$ cat config.mk
export PLATFORM = sky130hd
export DESIGN_NAME = axi_dma_copy_flat
export DESIGN_NICKNAME = d
export VERILOG_FILES = /design/src/rtl/axi_dma_copy_if.sv /design/src/rtl/axi_dma_copy.sv /design/src/flat_wrapper.sv
export SDC_FILE = /design/constraint.sdc
export NUM_CORES = 1
export LEC_CHECK = 0
export ABC_AREA = 1
export CAP_MARGIN = 30
export CORE_UTILIZATION = 30
export CTS_CLUSTER_SIZE = 14
export DETAILED_ROUTE_END_ITERATION = 6
export PLACE_DENSITY_LB_ADDON = 0.2
export SYNTH_ARGS = -nofsm -noshare
export SYNTH_HDL_FRONTEND = slang
export SYNTH_SLANG_ARGS = --single-unit
$ cat constraint.sdc
create_clock -name clk -period 12.2 [get_ports clk]
set_clock_uncertainty 0.2 [all_clocks]
set_input_delay 1.83 -clock clk [delete_from_list [all_inputs] [get_ports clk]]
set_output_delay 1.83 -clock clk [all_outputs]
set_load 0.02 [all_outputs]
$ cat src/rtl/axi_dma_copy_if.sv
// AXI4 bus bundle between the copy engine (master) and memory (slave).
// Signal prefixes: m_ driven by the master, s_ driven by the slave.
interface axi_dma_copy_if;
  logic [31:0] m_araddr;
  logic [7:0]  m_arlen;
  logic [2:0]  m_arsize;
  logic [1:0]  m_arburst;
  logic        m_arvalid;
  logic        s_arready;
  logic [31:0] s_rdata;
  logic [1:0]  s_rresp;
  logic        s_rlast;
  logic        s_rvalid;
  logic        m_rready;
  logic [31:0] m_awaddr;
  logic [7:0]  m_awlen;
  logic [2:0]  m_awsize;
  logic [1:0]  m_awburst;
  logic        m_awvalid;
  logic        s_awready;
  logic [31:0] m_wdata;
  logic [3:0]  m_wstrb;
  logic        m_wlast;
  logic        m_wvalid;
  logic        s_wready;
  logic [1:0]  s_bresp;
  logic        s_bvalid;
  logic        m_bready;

  modport master (
    output m_araddr, m_arlen, m_arsize, m_arburst,
    output m_arvalid, m_rready,
    output m_awaddr, m_awlen, m_awsize, m_awburst,
    output m_awvalid, m_wdata, m_wstrb, m_wlast,
    output m_wvalid, m_bready,
    input  s_arready, s_rdata, s_rresp, s_rlast,
    input  s_rvalid, s_awready, s_wready,
    input  s_bresp, s_bvalid
  );

  modport slave (
    input  m_araddr, m_arlen, m_arsize, m_arburst,
    input  m_arvalid, m_rready,
    input  m_awaddr, m_awlen, m_awsize, m_awburst,
    input  m_awvalid, m_wdata, m_wstrb, m_wlast,
    input  m_wvalid, m_bready,
    output s_arready, s_rdata, s_rresp, s_rlast,
    output s_rvalid, s_awready, s_wready,
    output s_bresp, s_bvalid
  );
endinterface

$ cat src/rtl/axi_dma_copy.sv
// AXI4 block-copy master: one read burst into a local buffer,
// then one write burst out of it, chunk by chunk.
module axi_dma_copy #(
  parameter int BURST_LEN = 16
) (
  input  logic           clk,
  input  logic           reset,
  axi_dma_copy_if.master axi_bus,
  input  logic           start,
  input  logic [31:0]    src_addr,
  input  logic [31:0]    dst_addr,
  input  logic [15:0]    length,
  output logic           busy,
  output logic           done
);

  localparam int AW = $clog2(BURST_LEN);
  localparam int CW = AW + 1;
  localparam logic [16:0] LP_BL = 17'(BURST_LEN);

  typedef enum logic [2:0] {
    S_IDLE,
    S_RD_ADDR,
    S_RD_DATA,
    S_WR_ADDR,
    S_WR_DATA,
    S_WR_RESP,
    S_DONE
  } state_t;

  state_t r_state;
  state_t w_next;

  logic [29:0]   r_src;
  logic [29:0]   r_dst;
  logic [15:0]   r_rem;
  logic [CW-1:0] r_beat;
  logic          r_done;
  logic [31:0]   r_buf [BURST_LEN];

  logic [16:0]   w_src_room;
  logic [16:0]   w_dst_room;
  logic [16:0]   w_c0;
  logic [16:0]   w_c1;
  logic [16:0]   w_c2;
  logic [16:0]   w_c3;
  logic [CW-1:0] w_chunk;
  logic [CW-1:0] w_last_beat;
  logic          w_beat_last;

  logic w_arvalid;
  logic w_rready;
  logic w_awvalid;
  logic w_wvalid;
  logic w_wlast;
  logic w_bready;
  logic w_unused;

  // Words left before each side's next 4KB page (1024 words)
  assign w_src_room = 17'd1024 - {7'd0, r_src[9:0]};
  assign w_dst_room = 17'd1024 - {7'd0, r_dst[9:0]};

  assign w_c0 = {1'b0, r_rem};
  assign w_c1 = (w_c0 > LP_BL) ? LP_BL : w_c0;
  assign w_c2 = (w_c1 > w_src_room) ? w_src_room : w_c1;
  assign w_c3 = (w_c2 > w_dst_room) ? w_dst_room : w_c2;

  assign w_chunk     = w_c3[CW-1:0];
  assign w_last_beat = w_chunk - 1'b1;
  assign w_beat_last = (r_beat == w_last_beat);

  always_ff @(posedge clk) begin
    if (reset) begin
      r_state <= S_IDLE;
    end else begin
      r_state <= w_next;
    end
  end

  always_comb begin
    w_next    = r_state;
    w_arvalid = 1'b0;
    w_rready  = 1'b0;
    w_awvalid = 1'b0;
    w_wvalid  = 1'b0;
    w_wlast   = 1'b0;
    w_bready  = 1'b0;
    unique case (r_state)
      S_IDLE: begin
        if (start) begin
          w_next = (length == 16'd0) ? S_DONE : S_RD_ADDR;
        end
      end
      S_RD_ADDR: begin
        w_arvalid = 1'b1;
        if (axi_bus.s_arready) w_next = S_RD_DATA;
      end
      S_RD_DATA: begin
        w_rready = 1'b1;
        if (axi_bus.s_rvalid && w_beat_last) w_next = S_WR_ADDR;
      end
      S_WR_ADDR: begin
        w_awvalid = 1'b1;
        if (axi_bus.s_awready) w_next = S_WR_DATA;
      end
      S_WR_DATA: begin
        w_wvalid = 1'b1;
        w_wlast  = w_beat_last;
        if (axi_bus.s_wready && w_beat_last) w_next = S_WR_RESP;
      end
      S_WR_RESP: begin
        w_bready = 1'b1;
        if (axi_bus.s_bvalid) begin
          w_next = (r_rem == 16'(w_chunk)) ? S_DONE : S_RD_ADDR;
        end
      end
      S_DONE: begin
        w_next = S_IDLE;
      end
      default: begin
        w_next = S_IDLE;
      end
    endcase
  end

  always_ff @(posedge clk) begin
    if (reset) begin
      r_src  <= '0;
      r_dst  <= '0;
      r_rem  <= '0;
      r_beat <= '0;
      r_done <= 1'b0;
    end else begin
      r_done <= (r_state == S_DONE);
      unique case (r_state)
        S_IDLE: begin
          if (start) begin
            r_src  <= src_addr[31:2];
            r_dst  <= dst_addr[31:2];
            r_rem  <= length;
            r_beat <= '0;
          end
        end
        S_RD_DATA: begin
          if (axi_bus.s_rvalid) begin
            r_beat <= w_beat_last ? '0 : r_beat + 1'b1;
          end
        end
        S_WR_DATA: begin
          if (axi_bus.s_wready) begin
            r_beat <= w_beat_last ? '0 : r_beat + 1'b1;
          end
        end
        S_WR_RESP: begin
          if (axi_bus.s_bvalid) begin
            r_src <= r_src + 30'(w_chunk);
            r_dst <= r_dst + 30'(w_chunk);
            r_rem <= r_rem - 16'(w_chunk);
          end
        end
        default: begin
        end
      endcase
    end
  end

  always_ff @(posedge clk) begin
    if (r_state == S_RD_DATA && axi_bus.s_rvalid) begin
      r_buf[r_beat[AW-1:0]] <= axi_bus.s_rdata;
    end
  end

  assign axi_bus.m_araddr  = {r_src, 2'b00};
  assign axi_bus.m_arlen   = 8'(w_last_beat);
  assign axi_bus.m_arsize  = 3'd2;
  assign axi_bus.m_arburst = 2'b01;
  assign axi_bus.m_arvalid = w_arvalid;
  assign axi_bus.m_rready  = w_rready;
  assign axi_bus.m_awaddr  = {r_dst, 2'b00};
  assign axi_bus.m_awlen   = 8'(w_last_beat);
  assign axi_bus.m_awsize  = 3'd2;
  assign axi_bus.m_awburst = 2'b01;
  assign axi_bus.m_awvalid = w_awvalid;
  assign axi_bus.m_wdata   = r_buf[r_beat[AW-1:0]];
  assign axi_bus.m_wstrb   = 4'hF;
  assign axi_bus.m_wlast   = w_wlast;
  assign axi_bus.m_wvalid  = w_wvalid;
  assign axi_bus.m_bready  = w_bready;

  assign busy = (r_state != S_IDLE);
  assign done = r_done;

  // Responses are deliberately not reported
  assign w_unused = ^{axi_bus.s_rresp, axi_bus.s_rlast,
                      axi_bus.s_bresp, w_c3[16:CW]};

endmodule

$ cat src/flat_wrapper.sv
// flat-port wrapper written by rule: the top's interface ports become plain ports
module axi_dma_copy_flat 
#(
  parameter int BURST_LEN = 16
)
  (clk, reset, start, src_addr, dst_addr, length, busy, done, axi_bus_m_araddr, axi_bus_m_arlen, axi_bus_m_arsize, axi_bus_m_arburst, axi_bus_m_arvalid, axi_bus_m_rready, axi_bus_m_awaddr, axi_bus_m_awlen, axi_bus_m_awsize, axi_bus_m_awburst, axi_bus_m_awvalid, axi_bus_m_wdata, axi_bus_m_wstrb, axi_bus_m_wlast, axi_bus_m_wvalid, axi_bus_m_bready, axi_bus_s_arready, axi_bus_s_rdata, axi_bus_s_rresp, axi_bus_s_rlast, axi_bus_s_rvalid, axi_bus_s_awready, axi_bus_s_wready, axi_bus_s_bresp, axi_bus_s_bvalid);
  axi_dma_copy_if axi_bus_i ();
  input  logic clk;
  input  logic reset;
  input  logic start;
  input  logic [31:0] src_addr;
  input  logic [31:0] dst_addr;
  input  logic [15:0] length;
  output logic busy;
  output logic done;
  output wire logic [$bits(axi_bus_i.m_araddr)-1:0] axi_bus_m_araddr;
  output wire logic [$bits(axi_bus_i.m_arlen)-1:0] axi_bus_m_arlen;
  output wire logic [$bits(axi_bus_i.m_arsize)-1:0] axi_bus_m_arsize;
  output wire logic [$bits(axi_bus_i.m_arburst)-1:0] axi_bus_m_arburst;
  output wire logic [$bits(axi_bus_i.m_arvalid)-1:0] axi_bus_m_arvalid;
  output wire logic [$bits(axi_bus_i.m_rready)-1:0] axi_bus_m_rready;
  output wire logic [$bits(axi_bus_i.m_awaddr)-1:0] axi_bus_m_awaddr;
  output wire logic [$bits(axi_bus_i.m_awlen)-1:0] axi_bus_m_awlen;
  output wire logic [$bits(axi_bus_i.m_awsize)-1:0] axi_bus_m_awsize;
  output wire logic [$bits(axi_bus_i.m_awburst)-1:0] axi_bus_m_awburst;
  output wire logic [$bits(axi_bus_i.m_awvalid)-1:0] axi_bus_m_awvalid;
  output wire logic [$bits(axi_bus_i.m_wdata)-1:0] axi_bus_m_wdata;
  output wire logic [$bits(axi_bus_i.m_wstrb)-1:0] axi_bus_m_wstrb;
  output wire logic [$bits(axi_bus_i.m_wlast)-1:0] axi_bus_m_wlast;
  output wire logic [$bits(axi_bus_i.m_wvalid)-1:0] axi_bus_m_wvalid;
  output wire logic [$bits(axi_bus_i.m_bready)-1:0] axi_bus_m_bready;
  input wire logic [$bits(axi_bus_i.s_arready)-1:0] axi_bus_s_arready;
  input wire logic [$bits(axi_bus_i.s_rdata)-1:0] axi_bus_s_rdata;
  input wire logic [$bits(axi_bus_i.s_rresp)-1:0] axi_bus_s_rresp;
  input wire logic [$bits(axi_bus_i.s_rlast)-1:0] axi_bus_s_rlast;
  input wire logic [$bits(axi_bus_i.s_rvalid)-1:0] axi_bus_s_rvalid;
  input wire logic [$bits(axi_bus_i.s_awready)-1:0] axi_bus_s_awready;
  input wire logic [$bits(axi_bus_i.s_wready)-1:0] axi_bus_s_wready;
  input wire logic [$bits(axi_bus_i.s_bresp)-1:0] axi_bus_s_bresp;
  input wire logic [$bits(axi_bus_i.s_bvalid)-1:0] axi_bus_s_bvalid;
  assign axi_bus_m_araddr = axi_bus_i.m_araddr;
  assign axi_bus_m_arlen = axi_bus_i.m_arlen;
  assign axi_bus_m_arsize = axi_bus_i.m_arsize;
  assign axi_bus_m_arburst = axi_bus_i.m_arburst;
  assign axi_bus_m_arvalid = axi_bus_i.m_arvalid;
  assign axi_bus_m_rready = axi_bus_i.m_rready;
  assign axi_bus_m_awaddr = axi_bus_i.m_awaddr;
  assign axi_bus_m_awlen = axi_bus_i.m_awlen;
  assign axi_bus_m_awsize = axi_bus_i.m_awsize;
  assign axi_bus_m_awburst = axi_bus_i.m_awburst;
  assign axi_bus_m_awvalid = axi_bus_i.m_awvalid;
  assign axi_bus_m_wdata = axi_bus_i.m_wdata;
  assign axi_bus_m_wstrb = axi_bus_i.m_wstrb;
  assign axi_bus_m_wlast = axi_bus_i.m_wlast;
  assign axi_bus_m_wvalid = axi_bus_i.m_wvalid;
  assign axi_bus_m_bready = axi_bus_i.m_bready;
  assign axi_bus_i.s_arready = axi_bus_s_arready;
  assign axi_bus_i.s_rdata = axi_bus_s_rdata;
  assign axi_bus_i.s_rresp = axi_bus_s_rresp;
  assign axi_bus_i.s_rlast = axi_bus_s_rlast;
  assign axi_bus_i.s_rvalid = axi_bus_s_rvalid;
  assign axi_bus_i.s_awready = axi_bus_s_awready;
  assign axi_bus_i.s_wready = axi_bus_s_wready;
  assign axi_bus_i.s_bresp = axi_bus_s_bresp;
  assign axi_bus_i.s_bvalid = axi_bus_s_bvalid;
  axi_dma_copy #(.BURST_LEN(BURST_LEN)) u_core (.clk(clk), .reset(reset), .axi_bus(axi_bus_i), .start(start), .src_addr(src_addr), .dst_addr(dst_addr), .length(length), .busy(busy), .done(done));
endmodule
# --- Yosys cells after proc, flatten, opt, wreduce, memory -nomap -nowiden ---
# Memories as Yosys holds them, arrays and structs flattened. A register that Yosys moved wholly into a read port is not among the register bits.
# Cells that the tools add are included.
word_totals:
  ram_bits: 512
  memories: 1
  reg_bits: 85
classes:
  muxes: 36
  addsub: 7
  eq_ne: 16
  n_reduce_logical: 11
  magnitude_cmp: 3
mem_list:
  columns: ["name", "depth", "word_bits", "rd", "rd_clocked_by_memory_dff", "wr", "line", "rtl"]
  rows:
  - ["u_core.r_buf", 16, 32, 1, 1, 1, "axi_dma_copy.sv:39", "logic [31:0] r_buf [BURST_LEN];"]
op_table:
  columns: ["operator", "count"]
  rows:
  - ["$mux W30", 4]
  - ["$pmux W30 S2", 2]
  - ["$add A30 B5 Y30", 2]
  - ["$mux W16", 3]
  - ["$gt A17 B17 Y1", 2]
  - ["$pmux W16 S2", 1]
  - ["$mux W5", 5]
  - ["$mux W3", 8]
  - ["$sub A11 B10 Y12 const A", 2]
  - ["$pmux W3 S6", 1]
  - ["$mux W17", 1]
  - ["$eq A16 B5 Y1", 1]
  - ["$gt A16 B5 Y1 const B", 1]
  - ["$logic_not A16 Y1", 1]
  - ["$sub A16 B5 Y16", 1]
  - ["$pmux W5 S3", 1]
  - ["$ne A2 B2 Y1 const B", 6]
  - ["$eq A3 B3 Y1 const B", 3]
  - ["$mux W1", 8]
  - ["$mux W4", 2]
  - ["$eq A3 B2 Y1 const B", 2]
  - ["$reduce_and A6 Y1", 1]
  - ["$reduce_bool A3 Y1", 2]
  - ["$add A5 B1 Y5 const B", 1]
  - ["9 further kinds", 12]

# --- Logic depth before layout (Yosys ltp) ---
# Gate-level depths: netlist of run 1.
depth:
  depth_word: 13
  ltp_mapped: 49

# --- Least setup slack after synthesis of run 1 ---
# No wires, ideal clock.
synth_path:
  path_type: "flip-flop to output port"
  start: "register u_core.r_src[1]"
  end: "output port axi_bus_m_wlast"
  arrival_time_ps: 4666
  t_required_ps: 10170
  setup_slack_ps: 5504
  stages_incl_launch_ff: 33
  cell_sequence: "dfxtp_1 inv_1 ha_1 nand3_1 nor3_1 nand2_1 xor2_1 ha_1 nand2_1 inv_2 nand2_2 nor2_4 nand2_2 nand2_4 nand2_4 buf_8 nand2_2 and2_1 ha_1 nand2_1 nor4b_2 nand2_1 nand2_4 inv_2 nand2_1 nand2_4 ha_1 nand3b_2 nand3_1 nand3_2 nor2_4 nand3_4 nor2_1"
synth_between:
  elab_chain_len: 8
synth_lines:
  columns: ["element", "line", "rtl"]
  rows:
  - ["start: declaration", "axi_dma_copy.sv:34", "logic [29:0] r_src;"]
  - ["start signal: assignment", "axi_dma_copy.sv:138", "r_src <= src_addr[31:2];"]
  - ["start signal: assignment", "axi_dma_copy.sv:156", "r_src <= r_src + 30'(w_chunk);"]
  - ["$sub A11 B10 Y12 (*)", "axi_dma_copy.sv:60", "assign w_src_room = 17'd1024 - {7'd0, r_src[9:0]};"]
  - ["$gt A17 B17 Y1", "axi_dma_copy.sv:65", "assign w_c2 = (w_c1 > w_src_room) ? w_src_room : w_c1;"]
  - ["$mux W17 (*)", "axi_dma_copy.sv:65", null]
  - ["$gt A17 B17 Y1", "axi_dma_copy.sv:66", "assign w_c3 = (w_c2 > w_dst_room) ? w_dst_room : w_c2;"]
  - ["$mux W5 (*)", "axi_dma_copy.sv:66", null]
  - ["$sub A5 B1 Y5 (*)", "axi_dma_copy.sv:69", "assign w_last_beat = w_chunk - 1'b1;"]
  - ["net axi_bus_m_arlen[0]", "flat_wrapper.sv:17", "output wire logic [$bits(axi_bus_i.m_arlen)-1:0] axi_bus_m_arlen;"]
  - ["$eq A5 B5 Y1 (*)", "axi_dma_copy.sv:70", "assign w_beat_last = (r_beat == w_last_beat);"]
  - ["$mux W1 (*)", "axi_dma_copy.sv:88", "unique case (r_state)"]
  - ["end: declaration", "flat_wrapper.sv:29", "output wire logic [$bits(axi_bus_i.m_wlast)-1:0] axi_bus_m_wlast;"]
# Mark *: on every way through the listed nets, which the timed path passes. The rest lies on a longest branch.

# --- Worst setup path in the final report of run 1 ---
layout_path:
  start: "register u_core.r_src[0]"
  end: "output port axi_bus_m_wlast"
layout_between:
  elab_chain_len: 8
layout_lines:
  columns: ["element", "line"]
  rows:
  - ["$sub A11 B10 Y12 (*)", "axi_dma_copy.sv:60"]
  - ["$gt A17 B17 Y1", "axi_dma_copy.sv:65"]
  - ["$mux W17 (*)", "axi_dma_copy.sv:65"]
  - ["$gt A17 B17 Y1", "axi_dma_copy.sv:66"]
  - ["$mux W5 (*)", "axi_dma_copy.sv:66"]
  - ["$sub A5 B1 Y5 (*)", "axi_dma_copy.sv:69"]
  - ["$eq A5 B5 Y1 (*)", "axi_dma_copy.sv:70"]
  - ["$mux W1 (*)", "axi_dma_copy.sv:88"]
# Mark *: on every way between the ends. The rest lies on a longest branch, timed or not.

==> results of run 1 <==
[state kept, by name, indices dropped and copies added (netlist names), named ones only]
register,count
u_core.r_src,30
u_core.r_dst,30
u_core.r_buf,512
u_core.r_rem,16
u_core.r_beat,5
u_core.r_state,3
u_core.done,1
[Yosys cell counts, types with 14 or more instances]
cell	number	area, µm²
edfxtp_1	512	15400
nand2_1	272	1020
inv_1	259	972
o21ai_0	229	1150
a21oi_1	225	1130
o211ai_1	144	1080
mux2i_1	128	1280
clkbuf_1	105	394
nor2_1	97	364
dfxtp_1	89	1780
nand3_1	85	425
ha_1	44	551
xor2_1	40	350
o21bai_1	36	270
nor3_1	30	150
buf_4	29	218
nand4_1	21	131
buf_1	17	63.8
nor4_1	17	106
nand2_2	14	87.6
[layer usage]
metal / vias to the layer above / global-route usage / routed length (µm)
li1: 9373 / - / -
met1: 9639 / 0.208 / 34500
met2: 463 / 0.278 / 38200
met3: 132 / 0.0332 / 4030
met4: 14 / 0.0540 / 2150
met5: - / 0 / 81
[report_power, final]
| group | switching [W] | internal, W | total [W] |
|---|---|---|---|
| Clock | 0.000859 | 0.00117 | 0.00203 |
| Sequential | 0.000227 | 0.00235 | 0.00258 |
| Combinational | 0.00265 | 0.00161 | 0.00426 |
| Total | 0.00374 | 0.00513 | 0.00887 |
[kinds of logic (layout without fill, tap and decap cells)]
logic type / Yosys count / after routing / synth area share
flip-flops: 601 / 601 / 0.614
AND/OR/NAND/NOR: 583 / 583 / 0.0980
AO/OA/AOI/OAI: 675 / 675 / 0.141
buffers and inverters: 431 / 650 / 0.0628
other: 2 / 31 / 0.000269
multiplexers: 128 / 128 / 0.0458
adder cells (fa/ha/maj): 47 / 47 / 0.0218
XOR/XNOR: 52 / 52 / 0.0163
[final cells by class]
cell class / count / share of cell area
flip-flops and latches: 601 / 0.508
multi-input cells: 1515 / 0.275
repair buffers: 259 / 0.0753
clock buffers: 86 / 0.0555
well taps: 1243 / 0.0460
inverters: 266 / 0.0297
clock inverters: 39 / 0.0105
diodes: 1 / 0.0000741
[worst min path at each step]
stage	startpoint	to	slack, ns	cells after the start
after floorplan	u_core.r_beat[4]$_SDFFE_PP0P_	u_core.r_beat[4]$_SDFFE_PP0P_	0.25	2
after global placement	u_core.r_beat[4]$_SDFFE_PP0P_	u_core.r_beat[4]$_SDFFE_PP0P_	0.25	2
after detailed placement	u_core.r_rem[7]$_SDFFE_PP0P_	u_core.r_rem[7]$_SDFFE_PP0P_	0.27	2
after CTS	u_core.r_rem[7]$_SDFFE_PP0P_	u_core.r_rem[7]$_SDFFE_PP0P_	0.27	2
after global routing	u_core.r_rem[7]$_SDFFE_PP0P_	u_core.r_rem[7]$_SDFFE_PP0P_	0.29	2
final	u_core.r_rem[7]$_SDFFE_PP0P_	u_core.r_rem[7]$_SDFFE_PP0P_	0.27	2
[tightest hold or removal path: cells and delay by family, from the launching register on]
family / cells / cell delay, ns
AO/OA/AOI/OAI: 1 / 0.06
flip-flops: 1 / 0.31
AND/OR/NAND/NOR: 1 / 0.06
[through the flow]
stage	instances	total power, W
after floorplan	2547	0.00552
after global placement	3882	0.00684
after detailed placement	3884	0.00690
after CTS	4009	0.00897
after global routing	4009	0.00947
final	4010	0.00887
==> results.cfg, run 1 <==
[drt]
antenna_left = 0
first_pass_iters = 5
num_vias = 19600
drc = 0
drt-total-wl_um = 78900
wl_per_cell_um = 19.7
vias_per_cell = 4.89
drtIter0Drc = 1193

[setup_path]
worst-endpoint-arrival_ns = 6.28
cp_num_buf_inv = 5
rr_worst_depth = 45
start_kind = register
critPathMaxStageDelay_ns = 0.66
crit_top_cell = nand2_1
r2r_slack_ns = 4.98
critical_path.endpoint_type = primary output
path_max_fanout = 12
crit_start = u_core.r_src[0]$_SDFFE_PP0P_
r2r_start = u_core.r_src[0]$_SDFFE_PP0P_
r2r_end = u_core.r_dst[24]$_SDFFE_PP0P_
crit_required_ns = 10.17
critPathSlowestCell = clkdlybuf4s50_1
path_delay_family = simple AND/OR/NAND/NOR gates
endpoint = axi_bus_m_wlast
worst-path-stages = 36
worstSetupPathType = reg -> out

[die]
fp.dieArea_mm2 = 0.0944
fp.coreArea_mm2 = 0.0919
rows = 111
die-width_um = 307
ios = 259
initial_core_util = 0.304
die_y_um = 307

[job]
maxCapViolCount = 0

[timing]
slew_headroom = 0.354
maxSlewViolCount = 0
fin_crit_sh = 0.681
worstMarginPinSlew_ns = 0.969
setup_tns_ns = 0
finalSetupViolCount = 0
max_freq_mhz = 120
setup_ws_ns = 3.89
finalHoldViolCount = 0
hold_slack_ns = 0.274
period_needed_ns = 8.31
rsz0062_at_grt = no

[cts]
postCtsResizedCells = 0
holdBufCountCts = 0
cts_root_buf = clkbuf_16
cts-buffers-inserted = 71
tritoncts = done
worstSkewPairLatency_ns = 0.62
cts_buffer_depth = 3
ctsHtreeMaxLevel = 3
cts_sinks = 601
clk_pin_slew_ns = 0.06
postCtsSetupBuffers = 0

[final_layout]
layout_commonest_cell = edfxtp_1
multi_input_area_mm2 = 0.00928
n_fill_cell = 9054
num-nets-final = 2886
most-common-layout-cells = edfxtp_1, nand2_1, inv_1, o21ai_0
fin_util = 0.367
regArea_mm2 = 0.0172
syn2layout_area_growth_pct = 20.8
drive_above_1_share = 0.0799
final_area_mm2 = 0.0338

[yosys]
synth_seq_cells = 601
async_flop_share = 0
ys_warn_count = 0
ys.flop_type = edfxtp_1
ys_seq_area_frac = 0.614
ys_types = 55
avgSynthCellArea_um2 = 11.1
syn_area_mm2 = 0.0280
synthCells = 2519
synth_edf_count = 512

[placed_design]
globalplace.congestion = 0.830
hpwl_um = 46100
portBuffers = 225
place_area_mm2 = 0.0315
pre_cts_slack_ns = 4.48

[global_routing]
grt_pass1_wl_um = 118000
gr-total-overflow = 0
grt_max_degree = 87
grtUsageTotal = 0.164
grt_pass1_vias = 19500
antenna_found_initial = 8

[power_and_ir_drop]
ir_worst_vdd_v = 0.000265
power_density_mw_per_mm2 = 263
p_leak_nw = 11.5

[min_path]
worst_hold_path_type = reg -> reg

[status]
status = finished clean
(Power assumes the default switching activity.)
==> inputs of run 2 (changes only) <==
clock period = 8.7 ns   (was 12.2 ns; I/O delays follow)
==> results.cfg, run 2 (same netlist as run 1, synthesis figures left out) <==
[setup_path]
path_delay_family = simple AND/OR/NAND/NOR gates
crit_top_cell = nand2_1
path_max_fanout = 12
crit_required_ns = 7.19
cp_num_buf_inv = 4
critPathSlowestCell = clkdlybuf4s50_1
worstSetupPathType = reg -> out
crit_start = u_core.r_src[1]$_SDFFE_PP0P_
start_kind = register
critPathMaxStageDelay_ns = 0.63
r2r_start = u_core.r_src[1]$_SDFFE_PP0P_
critical_path.endpoint_type = primary output
worst-endpoint-arrival_ns = 6.25

[cts]
cts_root_buf = clkbuf_16
cts_buffer_depth = 3
holdBufCountCts = 0
postCtsResizedCells = 0
cts-buffers-inserted = 72
tritoncts = done
cts_sinks = 601
worstSkewPairLatency_ns = 0.62
ctsHtreeMaxLevel = 3
clk_pin_slew_ns = 0.07
postCtsSetupBuffers = 0

[die]
fp.dieArea_mm2 = 0.0944
initial_core_util = 0.304
rows = 111
die_y_um = 307
ios = 259
die-width_um = 307
fp.coreArea_mm2 = 0.0919

[placed_design]
globalplace.congestion = 0.808
portBuffers = 225
dp.cells = 3883
hpwl_um = 46300

[timing]
slew_headroom = 0.209
hold_slack_ns = 0.275
maxSlewViolCount = 0
finalHoldViolCount = 0
finalSetupViolCount = 0
rsz0062_at_grt = no
period_needed_ns = 7.76
max_freq_mhz = 129
worstMarginPinSlew_ns = 1.19
setup_tns_ns = 0
fin_crit_sh = 0.892

[final_layout]
num-nets-final = 2886
most-common-layout-cells = edfxtp_1, nand2_1, inv_1, o21ai_0
final_cell_count_no_fill = 4016
syn2layout_area_growth_pct = 21.4
largest_register_ffs = 512
layout_commonest_cell = edfxtp_1
drive_above_1_share = 0.0815

[drt]
wl_per_cell_um = 19.7
num_vias = 19500
first_pass_iters = 4
drtIter0Drc = 1279
drt-total-wl_um = 78900
antenna_left = 0
drc = 0
vias_per_cell = 4.86

[power_and_ir_drop]
power_density_mw_per_mm2 = 370
p_leak_nw = 11.5
ir_worst_vdd_v = 0.000392

[status]
status = finished clean

[global_routing]
gr-total-overflow = 0
antenna_found_initial = 9
grtUsageTotal = 0.166
grt_max_degree = 226
grt_pass1_vias = 19600
grt_pass1_wl_um = 119000

[job]
maxCapViolCount = 0

[min_path]
min_from = u_core.r_beat[4]$_SDFFE_PP0P_
worst_hold_path_type = reg -> reg
## run 2: cell count changes in the layout (fill, tap and decap cells not counted), moves of 2 or more
cell | previous run | this run
clkinv_1 | 16 | 11
buf_4 | 32 | 29
buf_12 | 0 | 2
clkbuf_1 | 12 | 18
clkbuf_8 | 2 | 6
## run 2: tightest hold or removal path: cells and delay by family, from the launching register on
kind            cells  cell delay (ns)
compound gates      1             0.06
flops               1             0.31
simple gates        1             0.06
## run 2: metal layers
| metal | global-route usage | vias to the layer above | routed length [µm] |
|---|---|---|---|
| li1 | - | 9366 | - |
| met1 | 0.209 | 9527 | 34400 |
| met2 | 0.285 | 473 | 38500 |
| met3 | 0.0316 | 129 | 3910 |
| met4 | 0.0502 | 16 | 2070 |
| met5 | 0 | - | 80 |
## run 2: metrics by stage
step / setup slack (ns) / instance area (µm²) / util / power (W)
finish: 0.942 / 33900 / 0.369 / 0.0126
global route: 0.426 / 33900 / 0.369 / 0.0134
CTS: 0.888 / 33900 / 0.369 / 0.0127
detailed placement: 1.58 / 31600 / 0.343 / 0.00967
global placement: 1.58 / 31500 / 0.343 / 0.00958
floorplan: 2.53 / 28100 / - / 0.00774
## run 2: power breakdown
part / leakage (nW) / internal, W / switching [W] / total (W)
registers: 5.34 / 0.00330 / 0.000258 / 0.00356
logic: 5.06 / 0.00227 / 0.00378 / 0.00605
clock network: 1.14 / 0.00173 / 0.00123 / 0.00296
total: 11.5 / 0.00730 / 0.00527 / 0.0126
## run 2: final cells by class
type,count,area (µm²)
antenna,1,2.50
clock inverter,36,410
timing repair buffer,258,2560
fill,8962,58000
tap,1243,1560
sequential,601,17200
inverter,266,1000
multi-input combinational,1515,9280
clock buffer,96,1950
## run 2: final timing paths
path,end,slack (ns),cells after the start
setup / recovery,axi_bus_m_wlast,0.94,31
setup reg to reg,u_core.r_dst[24]$_SDFFE_PP0P_,1.51,40
hold / removal,u_core.r_beat[4]$_SDFFE_PP0P_,0.28,2
hold reg to reg,u_core.r_beat[4]$_SDFFE_PP0P_,0.28,2
